<file path="src/rtl/regfile_pkg.sv">
// regfile_pkg: shared defaults and constants for the regfile_sb register file slice
package regfile_pkg;
  localparam int DEF_DATA_W = 32;
  localparam int DEF_ADDR_W = 5;
  localparam int DEF_NUM_RD = 2;
  localparam int ZERO_REG   = 0;

  // Register 0 is hardwired: never written, never reserved, always reads 0.
  function automatic logic isZeroReg(input logic [31:0] addr);
    return addr == 32'(ZERO_REG);
  endfunction
endpackage

</file>
<file path="src/rtl/regfile_scoreboard.sv">
// regfile_scoreboard: per-register busy bits tracking reserved (in-flight) writes
//   Ports: clk, reset (async, active-high); rd_addr -> rd_busy/stall lookups;
//   wr_en/wr_addr clear a busy bit; rsv_en/rsv_rt/rsv_rd/rsv_dst_sel request a
//   reservation, accepted only when rsv_ready.
//   Macro REGFILE_SB_BYPASS_EN: a same-cycle writeback is treated as already
//   clearing its busy bit for rd_busy and rsv_ready.
module regfile_scoreboard
  import regfile_pkg::*;
#(
  parameter int ADDR_W = DEF_ADDR_W,
  parameter int NUM_RD = DEF_NUM_RD
) (
  input  logic                     clk,
  input  logic                     reset,
  input  logic [NUM_RD*ADDR_W-1:0] rd_addr,
  output logic [NUM_RD-1:0]        rd_busy,
  output logic                     stall,
  input  logic                     wr_en,
  input  logic [ADDR_W-1:0]        wr_addr,
  input  logic                     rsv_en,
  input  logic [ADDR_W-1:0]        rsv_rt,
  input  logic [ADDR_W-1:0]        rsv_rd,
  input  logic                     rsv_dst_sel,
  output logic                     rsv_ready
);
  localparam int DEPTH = 1 << ADDR_W;
  localparam logic [ADDR_W-1:0] ZERO = ADDR_W'(ZERO_REG);

  logic [DEPTH-1:0]  busy;
  logic [DEPTH-1:0]  busyNext;
  logic [ADDR_W-1:0] dst;
  logic              dstBusy;
  logic              rsvAccept;

  assign dst = rsv_dst_sel ? rsv_rd : rsv_rt;

`ifdef REGFILE_SB_BYPASS_EN
  assign dstBusy = busy[dst] & ~(wr_en && wr_addr == dst);
`else
  assign dstBusy = busy[dst];
`endif

  assign rsv_ready = (dst == ZERO) | ~dstBusy;
  assign rsvAccept = rsv_en & rsv_ready & (dst != ZERO);

  // Set after clear so a reservation landing on the same edge as a writeback
  // to that register leaves it busy for the newly issued producer.
  always_comb begin
    busyNext = busy;
    if (wr_en) busyNext[wr_addr] = 1'b0;
    if (rsvAccept) busyNext[dst] = 1'b1;
    busyNext[ZERO_REG] = 1'b0;
  end

  always_ff @(posedge clk or posedge reset)
    if (reset) busy <= '0;
    else busy <= busyNext;

  for (genvar i = 0; i < NUM_RD; i++) begin : gBusy
    logic [ADDR_W-1:0] a;
    assign a = rd_addr[i*ADDR_W +: ADDR_W];
`ifdef REGFILE_SB_BYPASS_EN
    assign rd_busy[i] = (a != ZERO) & busy[a] & ~(wr_en && wr_addr == a);
`else
    assign rd_busy[i] = (a != ZERO) & busy[a];
`endif
  end

  assign stall = |rd_busy;
endmodule

</file>
<file path="src/rtl/regfile_sb.sv">
// regfile_sb: multi-read-port register file with a write-reservation scoreboard
//   Ports: clk, reset (async, active-high); rd_addr/rd_data/rd_busy per read
//   port packed at [i*W +: W]; stall = OR of rd_busy; wr_en/wr_addr/wr_data
//   writeback; rsv_en/rsv_rt/rsv_rd/rsv_dst_sel/rsv_ready destination reservation.
//   Macro REGFILE_SB_BYPASS_EN: forwards wr_data to matching read ports in the
//   same cycle; undefined, writes become visible the cycle after the edge.
module regfile_sb
  import regfile_pkg::*;
#(
  parameter int DATA_W = DEF_DATA_W,
  parameter int ADDR_W = DEF_ADDR_W,
  parameter int NUM_RD = DEF_NUM_RD
) (
  input  logic                     clk,
  input  logic                     reset,
  input  logic [NUM_RD*ADDR_W-1:0] rd_addr,
  output logic [NUM_RD*DATA_W-1:0] rd_data,
  output logic [NUM_RD-1:0]        rd_busy,
  output logic                     stall,
  input  logic                     wr_en,
  input  logic [ADDR_W-1:0]        wr_addr,
  input  logic [DATA_W-1:0]        wr_data,
  input  logic                     rsv_en,
  input  logic [ADDR_W-1:0]        rsv_rt,
  input  logic [ADDR_W-1:0]        rsv_rd,
  input  logic                     rsv_dst_sel,
  output logic                     rsv_ready
);
  localparam int DEPTH = 1 << ADDR_W;
  localparam logic [ADDR_W-1:0] ZERO = ADDR_W'(ZERO_REG);

  logic [DATA_W-1:0] regs [DEPTH];

  always_ff @(posedge clk or posedge reset)
    if (reset) begin
      for (int j = 0; j < DEPTH; j++) regs[j] <= '0;
    end else if (wr_en && wr_addr != ZERO) begin
      regs[wr_addr] <= wr_data;
    end

  for (genvar i = 0; i < NUM_RD; i++) begin : gRead
    logic [ADDR_W-1:0] a;
    assign a = rd_addr[i*ADDR_W +: ADDR_W];
`ifdef REGFILE_SB_BYPASS_EN
    assign rd_data[i*DATA_W +: DATA_W] = (a == ZERO) ? '0 :
                                         (wr_en && wr_addr == a) ? wr_data : regs[a];
`else
    assign rd_data[i*DATA_W +: DATA_W] = (a == ZERO) ? '0 : regs[a];
`endif
  end

  regfile_scoreboard #(
    .ADDR_W(ADDR_W),
    .NUM_RD(NUM_RD)
  ) uScoreboard (
    .clk        (clk),
    .reset      (reset),
    .rd_addr    (rd_addr),
    .rd_busy    (rd_busy),
    .stall      (stall),
    .wr_en      (wr_en),
    .wr_addr    (wr_addr),
    .rsv_en     (rsv_en),
    .rsv_rt     (rsv_rt),
    .rsv_rd     (rsv_rd),
    .rsv_dst_sel(rsv_dst_sel),
    .rsv_ready  (rsv_ready)
  );
endmodule

</file>
<file path="config.mk">
export PLATFORM = sky130hd
export DESIGN_NAME = regfile_sb
export DESIGN_NICKNAME = d
export VERILOG_FILES = /design/src/rtl/regfile_pkg.sv /design/src/rtl/regfile_scoreboard.sv /design/src/rtl/regfile_sb.sv
export SDC_FILE = /design/constraint.sdc
export NUM_CORES = 2
export LEC_CHECK = 0
export ABC_AREA = 0
export BUFFER_PORTS_ARGS = -buffer_cell sky130_fd_sc_hd__buf_2
export CAP_MARGIN = 20
export CORE_AREA = 2 2 339 341
export DETAILED_ROUTE_END_ITERATION = 8
export DIE_AREA = 0 0 341 343
export PLACE_DENSITY = 0.68
export REMOVE_ABC_BUFFERS = 1
export SYNTH_ARGS = -nofsm -noshare
export SYNTH_HDL_FRONTEND = slang
export SYNTH_SLANG_ARGS = --single-unit
export TNS_END_PERCENT = 20
</file>
<file path="constraint.sdc">
create_clock -name clk -period 33.9 [get_ports clk]
set_input_delay 5.085 -clock clk [delete_from_list [all_inputs] [get_ports clk]]
set_output_delay 5.085 -clock clk [all_outputs]
set_load 0.02 [all_outputs]
</file>
# Word level (Yosys, flattened, before mapping)
# Index checks and enable logic that the tools add are counted.
# op_classes
order_cmp	10
mux	24
n_bitwise	12
n_reduce_logical	12
# op_table
op	count
$bwmux W1024	1
$bmux W32 S5	2
$mux W32	9
$demux W32 S5	1
$and A32 B32 Y32	1
$not A32 Y32	1
$or A32 B32 Y32	1
$lt A5 B6 Y1 const B	4
$reduce_bool A5 Y1	4
$ge A6 B6 Y1 const B	3
$not A5 Y6	3
$bmux W1 S5	3
$logic_not A5 Y1	3
$demux W1 S5	2
$ge A5 B1 Y1 const B	2
$lt A6 B1 Y1 const B	1
$mux W1	5
$mux W5	1
$and A1 B1 Y1	4
$logic_and A1 B1 Y1	4
$reduce_or A2 Y1	1
$not A1 Y1	1
$or A1 B1 Y1	1
# totals
regBits	1055
input_bits	62
output_inout_bits	68
word_cells	91

# Longest topological paths before layout
# depth
ltp_word	9
ltp_mapped	11
depth_no_buf	6

# Hierarchy
# From an unflattened synthesis, not the netlist that was laid out.
# hier_totals
hier_cells	3937
area_unflattened_um2	57208.6
# by_module_without_submodules
module	n_inst	cells_each	area_each_um2	seq_area_each_um2
regfile_sb	1	3692	54732.5	25624.6
regfile_scoreboard	1	245	2476.1	775.7

# Worst setup path before layout
# Ideal clock, no wire load.
# synth_path
kind	input to output
startpoint	in rd_addr[0]
endpoint	out rd_data[0]
t_arrival_ns	7.143
required_time_ns	28.815
path_slack_ns	21.672
cell_stages	7
n_path_buf	3
path_cell_list	buf_2 -> clkbuf_1 -> buf_2 -> mux4_2 -> mux4_2 -> nand2_1 -> o21ai_0
# synth_between
elab_chain_cells	5
word_cells_on_any_way	6
classes_between	mux (4); bitwise (1); reduce/logical (1)
# synth_lines
element	line	rtl
start: declaration	regfile_sb.sv:16	input logic [NUM_RD*ADDR_W-1:0] rd_addr,
$not A5 Y6 (not written as such)	regfile_sb.sv:48	assign rd_data[i*DATA_W +: DATA_W] = (a == ZERO) ? '0 : regs[a];
$bmux W32 S5	regfile_sb.sv:48	
$mux W32 (not written as such) (2 in series)	regfile_sb.sv:48	
$mux W32 (*)	regfile_sb.sv:48	
end: declaration	regfile_sb.sv:17	output logic [NUM_RD*DATA_W-1:0] rd_data,
# Mark *: on every way between the ends. The rest lies on a longest branch, timed or not. The select of a mux whose other input is x is not followed.

# Worst setup path in the final report
# layout_path
startpoint	in rd_addr[5]
endpoint	out rd_data[32]
# The elaborated chain is that of the path after synthesis.

==> flow_summary.ini <==
[timing]
finalSetupViolCount = 0
finalHoldViolCount = 0
max_clock_freq_mhz = 70.4
final.setup_skew_ps = 13.2
finalMaxSlewViolations = 0
layout_setup_ws_ps = 19700
slew_headroom = 0.274
finalCriticalPeriod_ps = 14200
rsz0062_at_grt = no
final.setup.tns_ps = 0
fin_crit_sh = 0.419
tightestPinTransition_ps = 1090
fin_hold_ws_ps = 375

[cts]
cts_htree_levels = 3
post_cts_resized = 0
source_to_sink_clock_delay_at_the_later_pin_of_the_worst_skew_pair_ps = 700
clkSinkCount = 1055
cts_inserted_buffers = 114
post_cts_hold_buffer_count = 0
cts.repair_timing.setup_buffer_count = 0
clkSlewWorstSetupHoldPaths_ps = 60
cts_root_buf = sky130_fd_sc_hd__clkbuf_16
ctsLongestPathBuffers = 3
cts_tree = done

[floorplan]
starting_utilization_of_the_core_area = 0.496
core_box_area_um2 = 113000
row_count = 124
dieArea_um2 = 117000
die_height_um = 343
chipWidth_um = 341
ioPinCount = 130

[critical_path]
critical_path.startpoint_type = input port
critical_path.slowest_cell = sky130_fd_sc_hd__buf_4
worst-path-max-fanout = 62
max_stage_delay_ps = 890
worst_r2r_path_depth = 6
worstPathCellList = buf_8 -> buf_4 -> buf_4 -> mux4_2 -> mux4_2 -> mux2i_1 -> nor2_1 -> buf_2
worstPathArrival_ps = 9120
crit_required_ps = 28810
timing.critical_path.to_type = output port
critPathKind = input port to output port

[placed_design]
port_buffers = 129
place.gp.congestion = 0.790
place_hpwl_um = 82800
cells_after_dpl = 4797
preCtsSetupSlack_ps = 19570

[finish]
finish.net_count = 3463
layout.cells.non_filler = 5012
final_layout_size_suffix_gt1_frac = 0.596
layout-area-overhead-vs-synth_pct = 10.1

[pwr]
total_leakage_power_nw = 26.6
powerDensity_nw_per_um2 = 61.0
max-vdd-ir-drop_mv = 0.0444
p_total_mw = 3.77

[yosys]
synthesis.area_um2 = 56200
ys_dominant_reg_cell = sky130_fd_sc_hd__dfrtp_1
ys.warnings.count = 0
yosys.area.top_type = sky130_fd_sc_hd__dfrtp_1
synth_top_cells_by_area = sky130_fd_sc_hd__dfrtp_1, sky130_fd_sc_hd__mux4_2, sky130_fd_sc_hd__mux2_2
postSynth.asyncResetShare = 1.00
post_synthesis_sequential_element_count = 1055
synth_enable_flop_cells = 0
synth.yosys.seq_area_share = 0.469
synth.avg_cell_area_um2 = 16.1
netlist-cell-type-count = 51
synthesis.instances = 3495
netlist.area_leader.share = 0.469

[detailed_routing]
vias_per_cell = 6.63
detailedRoute.firstPassIterationCount = 6
drt_iter0_markers = 2820
antenna_violating_nets_post_route = 0
route.detailed.wl_per_inst_um = 30.9
wl_um = 155000
post-route-drc-count = 0
via_count = 33240

[global_routing]
grt_overflow_total = 0
first_pass_grt_wire_length_um = 233000
antenna_found_initial = 8
via_count_of_the_first_global_routing_pass = 34679
pin_count_of_the_biggest_net_entering_global_routing = 163
globalRouteTotalUtil = 0.270

[hold_path]
min-delay-path-class = flop to flop
timing.hold.worst_path_depth = 0

[status]
status = finished clean

[flow_run]
timing.max_cap.violations = 0
==> state kept, by name, indices dropped and copies added (netlist names) <==
name / count
regs: 1024
uScoreboard.busy: 31
==> final timing paths <==
kind	slack, ps	to	start
worst max-delay path	19700	rd_data[32]	rd_addr[5]
worst min-delay path	380	regs[999]	regs[999]
worst max register to register	31610	uScoreboard.busy[23]	uScoreboard.busy[29]
worst min register to register	380	regs[999]	regs[999]
max in group asynchronous	26210	regs[869]	reset
min in group asynchronous	4560	regs[914]	reset
==> cells by family after synthesis <==
group / synth area share
flops: 0.469
compound gates: 0.0137
buf+inv: 0.0326
mux: 0.469
simple gates: 0.0155
==> power by group <==
group	internal [mW]	leakage, nW	switching [mW]
combinational	0.486	11.1	0.300
clock	0.783	1.96	0.527
sequential	1.50	13.5	0.177
total	2.77	26.6	1.00
==> cells in the mapped netlist (2+ instances only) <==
cell,instances
sky130_fd_sc_hd__mux4_2,651
sky130_fd_sc_hd__nand2b_1,3
sky130_fd_sc_hd__nor3b_1,2
sky130_fd_sc_hd__o32a_1,3
sky130_fd_sc_hd__dfrtp_1,1055
sky130_fd_sc_hd__o32ai_1,6
sky130_fd_sc_hd__a22o_1,28
sky130_fd_sc_hd__clkbuf_1,238
sky130_fd_sc_hd__buf_4,2
sky130_fd_sc_hd__a31oi_1,3
sky130_fd_sc_hd__nor2_1,93
sky130_fd_sc_hd__nand2_1,54
sky130_fd_sc_hd__nand3b_1,3
sky130_fd_sc_hd__o21ai_0,34
sky130_fd_sc_hd__a2111oi_0,4
sky130_fd_sc_hd__o22a_1,2
sky130_fd_sc_hd__buf_6,4
sky130_fd_sc_hd__inv_1,43
sky130_fd_sc_hd__nor3_1,3
sky130_fd_sc_hd__nand3_1,8
sky130_fd_sc_hd__or2_2,2
sky130_fd_sc_hd__o31ai_1,7
sky130_fd_sc_hd__mux2i_1,37
sky130_fd_sc_hd__or4_1,5
sky130_fd_sc_hd__a21oi_1,11
sky130_fd_sc_hd__nor3_2,2
sky130_fd_sc_hd__mux2_2,1006
sky130_fd_sc_hd__o2bb2ai_1,2
sky130_fd_sc_hd__buf_1,57
sky130_fd_sc_hd__buf_2,99
sky130_fd_sc_hd__nor2b_1,7
sky130_fd_sc_hd__and3_1,2
==> cell type report <==
cell class / instances / area [µm²]
fill: 8992 / 51500
multi-input combinational: 1995 / 28300
sequential: 1055 / 26400
clock buffer: 159 / 3340
tap: 1512 / 1890
timing repair buffer: 191 / 1200
clock inverter: 53 / 628
inverter: 44 / 173
antenna: 3 / 7.51
==> metal layers <==
layer	GRT usage	part of all wire	vias to the layer above
met5	0	0.00036	-
met4	0.0853	0.033	8
met3	0.0432	0.060	293
met2	0.446	0.50	1181
met1	0.370	0.41	18339
li1	-	-	13419
==> layout by cell type, fill, tap and decap left out, types with 4 or more instances in the layout <==
cell                         count
sky130_fd_sc_hd__a2111oi_0       4
sky130_fd_sc_hd__a21oi_1        11
sky130_fd_sc_hd__a22o_1         28
sky130_fd_sc_hd__buf_2         120
sky130_fd_sc_hd__buf_4          62
sky130_fd_sc_hd__buf_8           4
sky130_fd_sc_hd__bufinv_16      13
sky130_fd_sc_hd__clkbuf_1       17
sky130_fd_sc_hd__clkbuf_16     117
sky130_fd_sc_hd__clkbuf_8       25
sky130_fd_sc_hd__clkinv_2       28
sky130_fd_sc_hd__clkinvlp_4      6
sky130_fd_sc_hd__dfrtp_1      1055
sky130_fd_sc_hd__inv_1          42
sky130_fd_sc_hd__inv_6           4
sky130_fd_sc_hd__mux2_2       1006
sky130_fd_sc_hd__mux2i_1        37
sky130_fd_sc_hd__mux4_2        651
sky130_fd_sc_hd__nand2_1        40
sky130_fd_sc_hd__nand2_4        14
sky130_fd_sc_hd__nand3_1         5
sky130_fd_sc_hd__nor2_1         83
sky130_fd_sc_hd__nor2_4         10
sky130_fd_sc_hd__nor2b_1         6
sky130_fd_sc_hd__o21ai_0        34
sky130_fd_sc_hd__o31ai_1         7
sky130_fd_sc_hd__o32ai_1         6
sky130_fd_sc_hd__or4_1           5
==> through the flow <==
stage | area [µm²] | utilization
after global placement | 57900 | 0.510
final | 61900 | 0.546
after CTS | 61900 | 0.546
after global routing | 61900 | 0.546
after detailed placement | 57900 | 0.511
after floorplan | 54600 | -
==> critical path: cells and delay by family <==
family	cells	cell delay, ps
mux	3	1370
buf+inv	4	2350
simple gates	1	80
Note: power is estimated with default switching activity, not from simulation.
